File: config.mk
export PLATFORM = sky130hd
export DESIGN_NAME = hwacc_path_ctrl
export DESIGN_NICKNAME = d
export VERILOG_FILES = /design/src/rtl/hwacc_pkg.sv /design/src/rtl/hwacc_cmd_fifo.sv /design/src/rtl/hwacc_path_ctrl.sv
export SDC_FILE = /design/constraint.sdc
export NUM_CORES = 1
export LEC_CHECK = 0
export CORE_MARGIN = 5
export CORE_UTILIZATION = 60
export CTS_CLUSTER_SIZE = 12
export DETAILED_ROUTE_END_ITERATION = 7
export GPL_TIMING_DRIVEN = 0
export PLACE_DENSITY = 0.83
export SETUP_SLACK_MARGIN = 0.3
export SYNTH_ARGS = -nofsm -noshare
export SYNTH_HDL_FRONTEND = slang
export SYNTH_HIERARCHICAL = 1
export SYNTH_SLANG_ARGS = --single-unit
File: constraint.sdc
create_clock -name i_clock -period 10.9 [get_ports i_clock]
set_input_delay 3.27 -clock i_clock [delete_from_list [all_inputs] [get_ports i_clock]]
set_output_delay 3.27 -clock i_clock [all_outputs]
set_load 0.005 [all_outputs]
File: src/rtl/hwacc_pkg.sv
// Shared types and constants for the accelerator path sequencer.
package hwacc_pkg;

    localparam int KEY_W  = 80;
    localparam int CNT_W  = 16;
    localparam int PATH_W = 2;
    localparam int CMD_W  = PATH_W + KEY_W;

    localparam logic [PATH_W-1:0] PATH_ALU = 2'b00;
    localparam logic [PATH_W-1:0] PATH_ENC = 2'b01;
    localparam logic [PATH_W-1:0] PATH_DEC = 2'b10;
    localparam logic [PATH_W-1:0] PATH_BAD = 2'b11;

    typedef enum logic [1:0] {
        IDLE  = 2'b00,
        LOAD  = 2'b01,
        PKT   = 2'b10,
        DRAIN = 2'b11
    } state_t;

    // The illegal encoding falls back to the harmless ALU bypass path.
    function automatic logic [PATH_W-1:0] path_legalize(input logic [PATH_W-1:0] p);
        if (p == PATH_BAD) begin
            return PATH_ALU;
        end else begin
            return p;
        end
    endfunction

    // Word counter increment that sticks at all-ones instead of wrapping.
    function automatic logic [CNT_W-1:0] sat_inc(input logic [CNT_W-1:0] c);
        if (c == {CNT_W{1'b1}}) begin
            return c;
        end else begin
            return c + {{(CNT_W-1){1'b0}}, 1'b1};
        end
    endfunction

endpackage

File: src/rtl/hwacc_cmd_fifo.sv
// Small synchronous FIFO holding one {path,key} command per packet.
module hwacc_cmd_fifo #(
    parameter int DEPTH = 4,
    parameter int WIDTH = 82
) (
    input  logic             i_clock,
    input  logic             i_reset,
    input  logic             push,
    input  logic [WIDTH-1:0] wr_data,
    input  logic             pop,
    output logic [WIDTH-1:0] rd_data,
    output logic             full,
    output logic             empty
);

    localparam int AW = $clog2(DEPTH);

    logic [WIDTH-1:0] mem_r [DEPTH];
    logic [AW:0]      wr_ptr_r;
    logic [AW:0]      rd_ptr_r;
    logic             do_push_s;
    logic             do_pop_s;

    // Pointers carry one extra wrap bit so full and empty are distinguishable.
    assign empty     = (wr_ptr_r == rd_ptr_r);
    assign full      = (wr_ptr_r[AW] != rd_ptr_r[AW]) &&
                       (wr_ptr_r[AW-1:0] == rd_ptr_r[AW-1:0]);
    assign do_push_s = push & ~full;
    assign do_pop_s  = pop & ~empty;
    assign rd_data   = mem_r[rd_ptr_r[AW-1:0]];

    // Advance read/write pointers on accepted push and pop.
    always_ff @(posedge i_clock or posedge i_reset) begin
        if (i_reset) begin
            wr_ptr_r <= '0;
            rd_ptr_r <= '0;
        end else begin
            if (do_push_s) begin
                wr_ptr_r <= wr_ptr_r + 1'b1;
            end
            if (do_pop_s) begin
                rd_ptr_r <= rd_ptr_r + 1'b1;
            end
        end
    end

    // Storage array; contents are only meaningful between the pointers.
    always_ff @(posedge i_clock) begin
        if (do_push_s) begin
            mem_r[wr_ptr_r[AW-1:0]] <= wr_data;
        end
    end

endmodule

File: src/rtl/hwacc_path_ctrl.sv
// Per-packet sequencer: selects accelerator path/key per packet, tracks word
// position, gates the source strobe and drains the pipeline between packets.
module hwacc_path_ctrl
    import hwacc_pkg::*;
#(
    parameter int CTRL_WIDTH  = 8,
    parameter int HDR_WORDS   = 5,
    parameter int ACC_LATENCY = 7,
    parameter int CMD_DEPTH   = 4
) (
    input  logic                  i_clock,
    input  logic                  i_reset,
    input  logic                  cmd_valid,
    output logic                  cmd_ready,
    input  logic [PATH_W-1:0]     cmd_path,
    input  logic [KEY_W-1:0]      cmd_key,
    input  logic                  src_wr,
    input  logic [CTRL_WIDTH-1:0] src_ctrl,
    output logic                  src_rdy,
    input  logic                  acc_rdy,
    output logic                  acc_wr,
    output logic [PATH_W-1:0]     path_sel,
    output logic [KEY_W-1:0]      key,
    output logic [CNT_W-1:0]      data_count,
    output logic                  inside_payload,
    output logic                  busy,
    output logic                  cmd_err
);

    localparam int DRAIN_W = $clog2(ACC_LATENCY + 1);

    state_t               state_r;
    state_t               state_nx_s;
    logic                 fifo_full_s;
    logic                 fifo_empty_s;
    logic [CMD_W-1:0]     fifo_rd_s;
    logic                 push_s;
    logic                 pop_s;
    logic                 accept_s;
    logic                 eop_s;
    logic [CMD_W-1:0]     entry_r;
    logic [PATH_W-1:0]    path_sel_r;
    logic [KEY_W-1:0]     key_r;
    logic [CNT_W-1:0]     count_r;
    logic                 seen_body_r;
    logic [DRAIN_W-1:0]   drain_r;
    logic                 cmd_err_r;

    assign cmd_ready      = ~fifo_full_s;
    assign push_s         = cmd_valid & ~fifo_full_s;
    assign src_rdy        = (state_r == PKT) & acc_rdy;
    assign acc_wr         = src_wr & src_rdy;
    assign accept_s       = acc_wr;
    assign eop_s          = accept_s & (src_ctrl != {CTRL_WIDTH{1'b0}}) & seen_body_r;
    assign path_sel       = path_sel_r;
    assign key            = key_r;
    assign data_count     = count_r;
    assign inside_payload = (state_r == PKT) & (count_r >= CNT_W'(HDR_WORDS));
    assign busy           = (state_r != IDLE);
    assign cmd_err        = cmd_err_r;

    hwacc_cmd_fifo #(
        .DEPTH (CMD_DEPTH),
        .WIDTH (CMD_W)
    ) u_cmd_fifo (
        .i_clock (i_clock),
        .i_reset (i_reset),
        .push    (push_s),
        .wr_data ({cmd_path, cmd_key}),
        .pop     (pop_s),
        .rd_data (fifo_rd_s),
        .full    (fifo_full_s),
        .empty   (fifo_empty_s)
    );

    // FSM state register.
    always_ff @(posedge i_clock or posedge i_reset) begin
        if (i_reset) begin
            state_r <= IDLE;
        end else begin
            state_r <= state_nx_s;
        end
    end

    // Next-state decode; the head command is popped on the IDLE->LOAD step.
    always_comb begin
        state_nx_s = state_r;
        pop_s      = 1'b0;
        case (state_r)
            IDLE: begin
                if (!fifo_empty_s) begin
                    state_nx_s = LOAD;
                    pop_s      = 1'b1;
                end else begin
                    state_nx_s = IDLE;
                end
            end
            LOAD: begin
                state_nx_s = PKT;
            end
            PKT: begin
                if (eop_s) begin
                    state_nx_s = DRAIN;
                end else begin
                    state_nx_s = PKT;
                end
            end
            DRAIN: begin
                if (drain_r == {DRAIN_W{1'b0}}) begin
                    state_nx_s = IDLE;
                end else begin
                    state_nx_s = DRAIN;
                end
            end
            default: begin
                state_nx_s = IDLE;
            end
        endcase
    end

    // Capture the popped command, since the FIFO head moves on at the pop.
    always_ff @(posedge i_clock or posedge i_reset) begin
        if (i_reset) begin
            entry_r <= '0;
        end else if (pop_s) begin
            entry_r <= fifo_rd_s;
        end
    end

    // Path/key only change in LOAD so they stay stable across PKT and DRAIN.
    always_ff @(posedge i_clock or posedge i_reset) begin
        if (i_reset) begin
            path_sel_r <= PATH_ALU;
            key_r      <= '0;
            cmd_err_r  <= 1'b0;
        end else if (state_r == LOAD) begin
            path_sel_r <= path_legalize(entry_r[CMD_W-1 -: PATH_W]);
            key_r      <= entry_r[KEY_W-1:0];
            cmd_err_r  <= (entry_r[CMD_W-1 -: PATH_W] == PATH_BAD);
        end else begin
            cmd_err_r  <= 1'b0;
        end
    end

    // Word index and header/body tracking for the packet in flight.
    always_ff @(posedge i_clock or posedge i_reset) begin
        if (i_reset) begin
            count_r     <= '0;
            seen_body_r <= 1'b0;
        end else if (state_r == LOAD) begin
            count_r     <= '0;
            seen_body_r <= 1'b0;
        end else if (accept_s) begin
            count_r <= sat_inc(count_r);
            if (src_ctrl == {CTRL_WIDTH{1'b0}}) begin
                seen_body_r <= 1'b1;
            end
        end
    end

    // Drain countdown: ACC_LATENCY down to 0 gives ACC_LATENCY+1 DRAIN cycles.
    always_ff @(posedge i_clock or posedge i_reset) begin
        if (i_reset) begin
            drain_r <= '0;
        end else if (eop_s) begin
            drain_r <= DRAIN_W'(ACC_LATENCY);
        end else if ((state_r == DRAIN) && (drain_r != {DRAIN_W{1'b0}})) begin
            drain_r <= drain_r - 1'b1;
        end
    end

endmodule
==> results.md <==
* Grt total ovfl at 0
* Clock skew at 13.60 ps
* Root Driver: clkbuf_16
* Total chip power at 6.308 mW
* Worst-path fanout max at 7
* Placed insts at 1793
* Clk Latency, worst-skew pair at 560 ps
* Maximum vdd drop at 0.1608 mV
* Number of global-route vias before repair at 11580
* Setup crit start kind: input pin
* Slew Limit Fails at 0
* I/O Buffers at 198
* Switch Pwr at 1.732 mW
* Synthesized area per cell at 17.35 sq um
* Final WS setup at 2854 ps
* Combinational power share at 0.275
* Total core area at 32620 sq um
* DP Area at 22640 sq um
* Async set-reset flop share out of synthesis at 0.3704
* CTS H-tree lvls at 2
* Post-Syn Area at 19870 sq um
* Initial Utilization at 0.6092
* Tot GR Track Use at 0.2308
* Via-per-instance ratio at 5.665
* Final net count at 1509
* Layout cells sized above 1 at 0.1863
* Setup TNS at 0 ps
* Postcts setup bufs at 0
* Worst-path clk slew at 60 ps
* Tmin final at 8046 ps
* # DRC at 0
* Syn Inst Count at 1145
* Drt pass-1 iters at 7
* Register area share after synthesis at 0.7387
* Syn. warnings at 6
* Synth cell types at 54
* Clk network pwr share at 0.259
* Die Y at 192.0 microns
* Reg2Reg Setup Slack at 7560 ps
* Max Fclk at 0.1243 GHz
* Hold buffer count at CTS at 0
* Worst Setup End Kind: output pin
* Main synth FF type: edfxtp_1
* Total of max-cap violations at 0
* CTS buffer count at 51
* CTS max path bufs at 3
* Critical path arrival at 4780 ps
* Outcome: finished clean
* Yosys reg bits at 521
* Syn nets at 1250
* Clock Sinks at 521
* Flop pwr share at 0.465
* I/O pin cnt at 199
* Final core utilization at 0.7418
* Worst-Margin Slew at 931.5 ps
* RSZ-0062 raised after global routing: no
* Die X at 192.0 microns
* Worst reg2reg path endpoint: u_cmd_fifo/mem_r[3][53]
* Initial DRC count at 829
* Final-report hold violation count at 0
* Worst min path class: reg -> reg
* Non-Filler Instances at 1888
* Pre-CTS setup slack at 2839 ps
* Filler Cell Count at 1921
* Commonest non-fill, non-tap cells in the layout: edfxtp_1, nand2_1, clkdlybuf4s50_1, dfrtp_1, mux4_2
* Commonest non-fill, non-tap cell in the layout: edfxtp_1
* Resized cells post-CTS at 0
* Slew HR at 0.3790
* Initial antenna violation count at 4
* Min-Delay Startpoint: entry_r[25]
* RR Startpoint: u_cmd_fifo/wr_ptr_r[0]
* WL per Instance at 21.76 microns
* R2R cell count at 9
* Placer Congestion at 0.8559
* Hold-critical path endpoint: key[25]
* Hold slack at 460.6 ps
* Fin area at 24200 sq um
* Worst Hold Depth at 2
* EDFF count, synth at 328
* Pin count of the biggest net entering global routing at 97
* Final wirelength at 41080 microns
* First-pass GRT wire length at 64960 microns
* Area grow syn2layout at 21.78%
* Std cell rows at 66
* Vias after detailed routing at 10700
* PD cells at 260.7 nW/um^2
* Crit Path Category: in -> out
* Register area at 14680 sq um
* Antenna Nets Post-Route at 0
* Die ar. at 36860 sq um
* TritonCTS clock tree: done
* Sw Share at 0.2746
* Int Pwr at 4.576 mW
* Leak at 9.277 nW
* Multi-input gate area at 4817 sq um
* DP HPWL at 26080 microns
* Final setup fails at 0
* Period utilisation layout at 0.7382
* Worst path required time at 7630 ps
metal layers:
layer,GRT usage,up-vias,share of wire
li1,-,4775,-
met1,0.3151,5493,0.40
met2,0.3919,366,0.52
met3,0.04471,58,0.069
met4,0.05677,4,0.016
met5,0,-,0.00056
cell type report:
type / instances / area share
tap: 442 / 0.02285
buffer: 51 / 0.01381
clock inverter: 4 / 0.002896
multi-input combinational: 556 / 0.1991
clock buffer: 89 / 0.06122
antenna: 2 / 0.0002068
sequential: 521 / 0.6066
timing repair buffer: 206 / 0.09038
inverter: 17 / 0.002947
Yosys cell counts (6+ instances only):
master / number / area share
ha_1: 10 / 0.0063
mux4_2: 82 / 0.093
buf_1: 8 / 0.0015
xnor2_1: 10 / 0.0044
inv_1: 17 / 0.0032
buf_6: 16 / 0.0091
mux2_1: 14 / 0.0079
mux2_2: 69 / 0.039
nand3b_1: 6 / 0.0023
dfrtp_1: 193 / 0.24
a21oi_1: 8 / 0.0020
and2_1: 6 / 0.0019
nor4_1: 8 / 0.0025
edfxtp_1: 328 / 0.50
clkbuf_1: 13 / 0.0025
nand3_1: 11 / 0.0028
buf_2: 12 / 0.0030
nand2_1: 259 / 0.049
logic make-up after synthesis:
group | count (synthesis) | synth area share
xor+xnor | 15 | 0.006989
simple gates | 324 | 0.07222
fa+ha+maj | 10 | 0.006297
mux | 168 | 0.1415
compound gates | 39 | 0.01423
flops | 521 | 0.7387
buf+inv | 68 | 0.02002
flip-flops by register name, indices dropped and copies added (netlist names):
signal,count
seen_body_r,1
path_sel,2
state_r,2
cmd_err,1
u_cmd_fifo/rd_ptr_r,3
u_cmd_fifo/mem_r,328
data_count,16
drain_r,3
u_cmd_fifo/wr_ptr_r,3
key,80
entry_r,82
power groups by stage:
stage / Combinational [mW] / Sequential (mW) / Clock [mW]
3_5_place_dp: 1.75 / 2.97 / 0
4_1_cts: 1.77 / 2.94 / 1.67
6_report: 1.74 / 2.94 / 1.64
5_1_grt: 1.89 / 2.99 / 1.76
2_1_floorplan: 1.05 / 2.93 / 0
3_3_place_gp: 1.64 / 2.98 / 0
worst max-delay path: stages:
cell             delay [ps]
clkdlybuf4s50_1         560
nand4b_4                160
inv_1                   230
clkdlybuf4s50_1         560
worst max-delay path by stage:
stage,start,end,slack [ps],cells past startpoint
CTS,acc_rdy,acc_wr,2830,4
detailed placement,acc_rdy,acc_wr,2840,4
finish,acc_rdy,acc_wr,2850,4
global route,acc_rdy,acc_wr,2780,4
floorplan,i_reset,cmd_err,2540,1
global placement,i_reset,key[45],-430,2
Power figures use the tool's default switching activity.
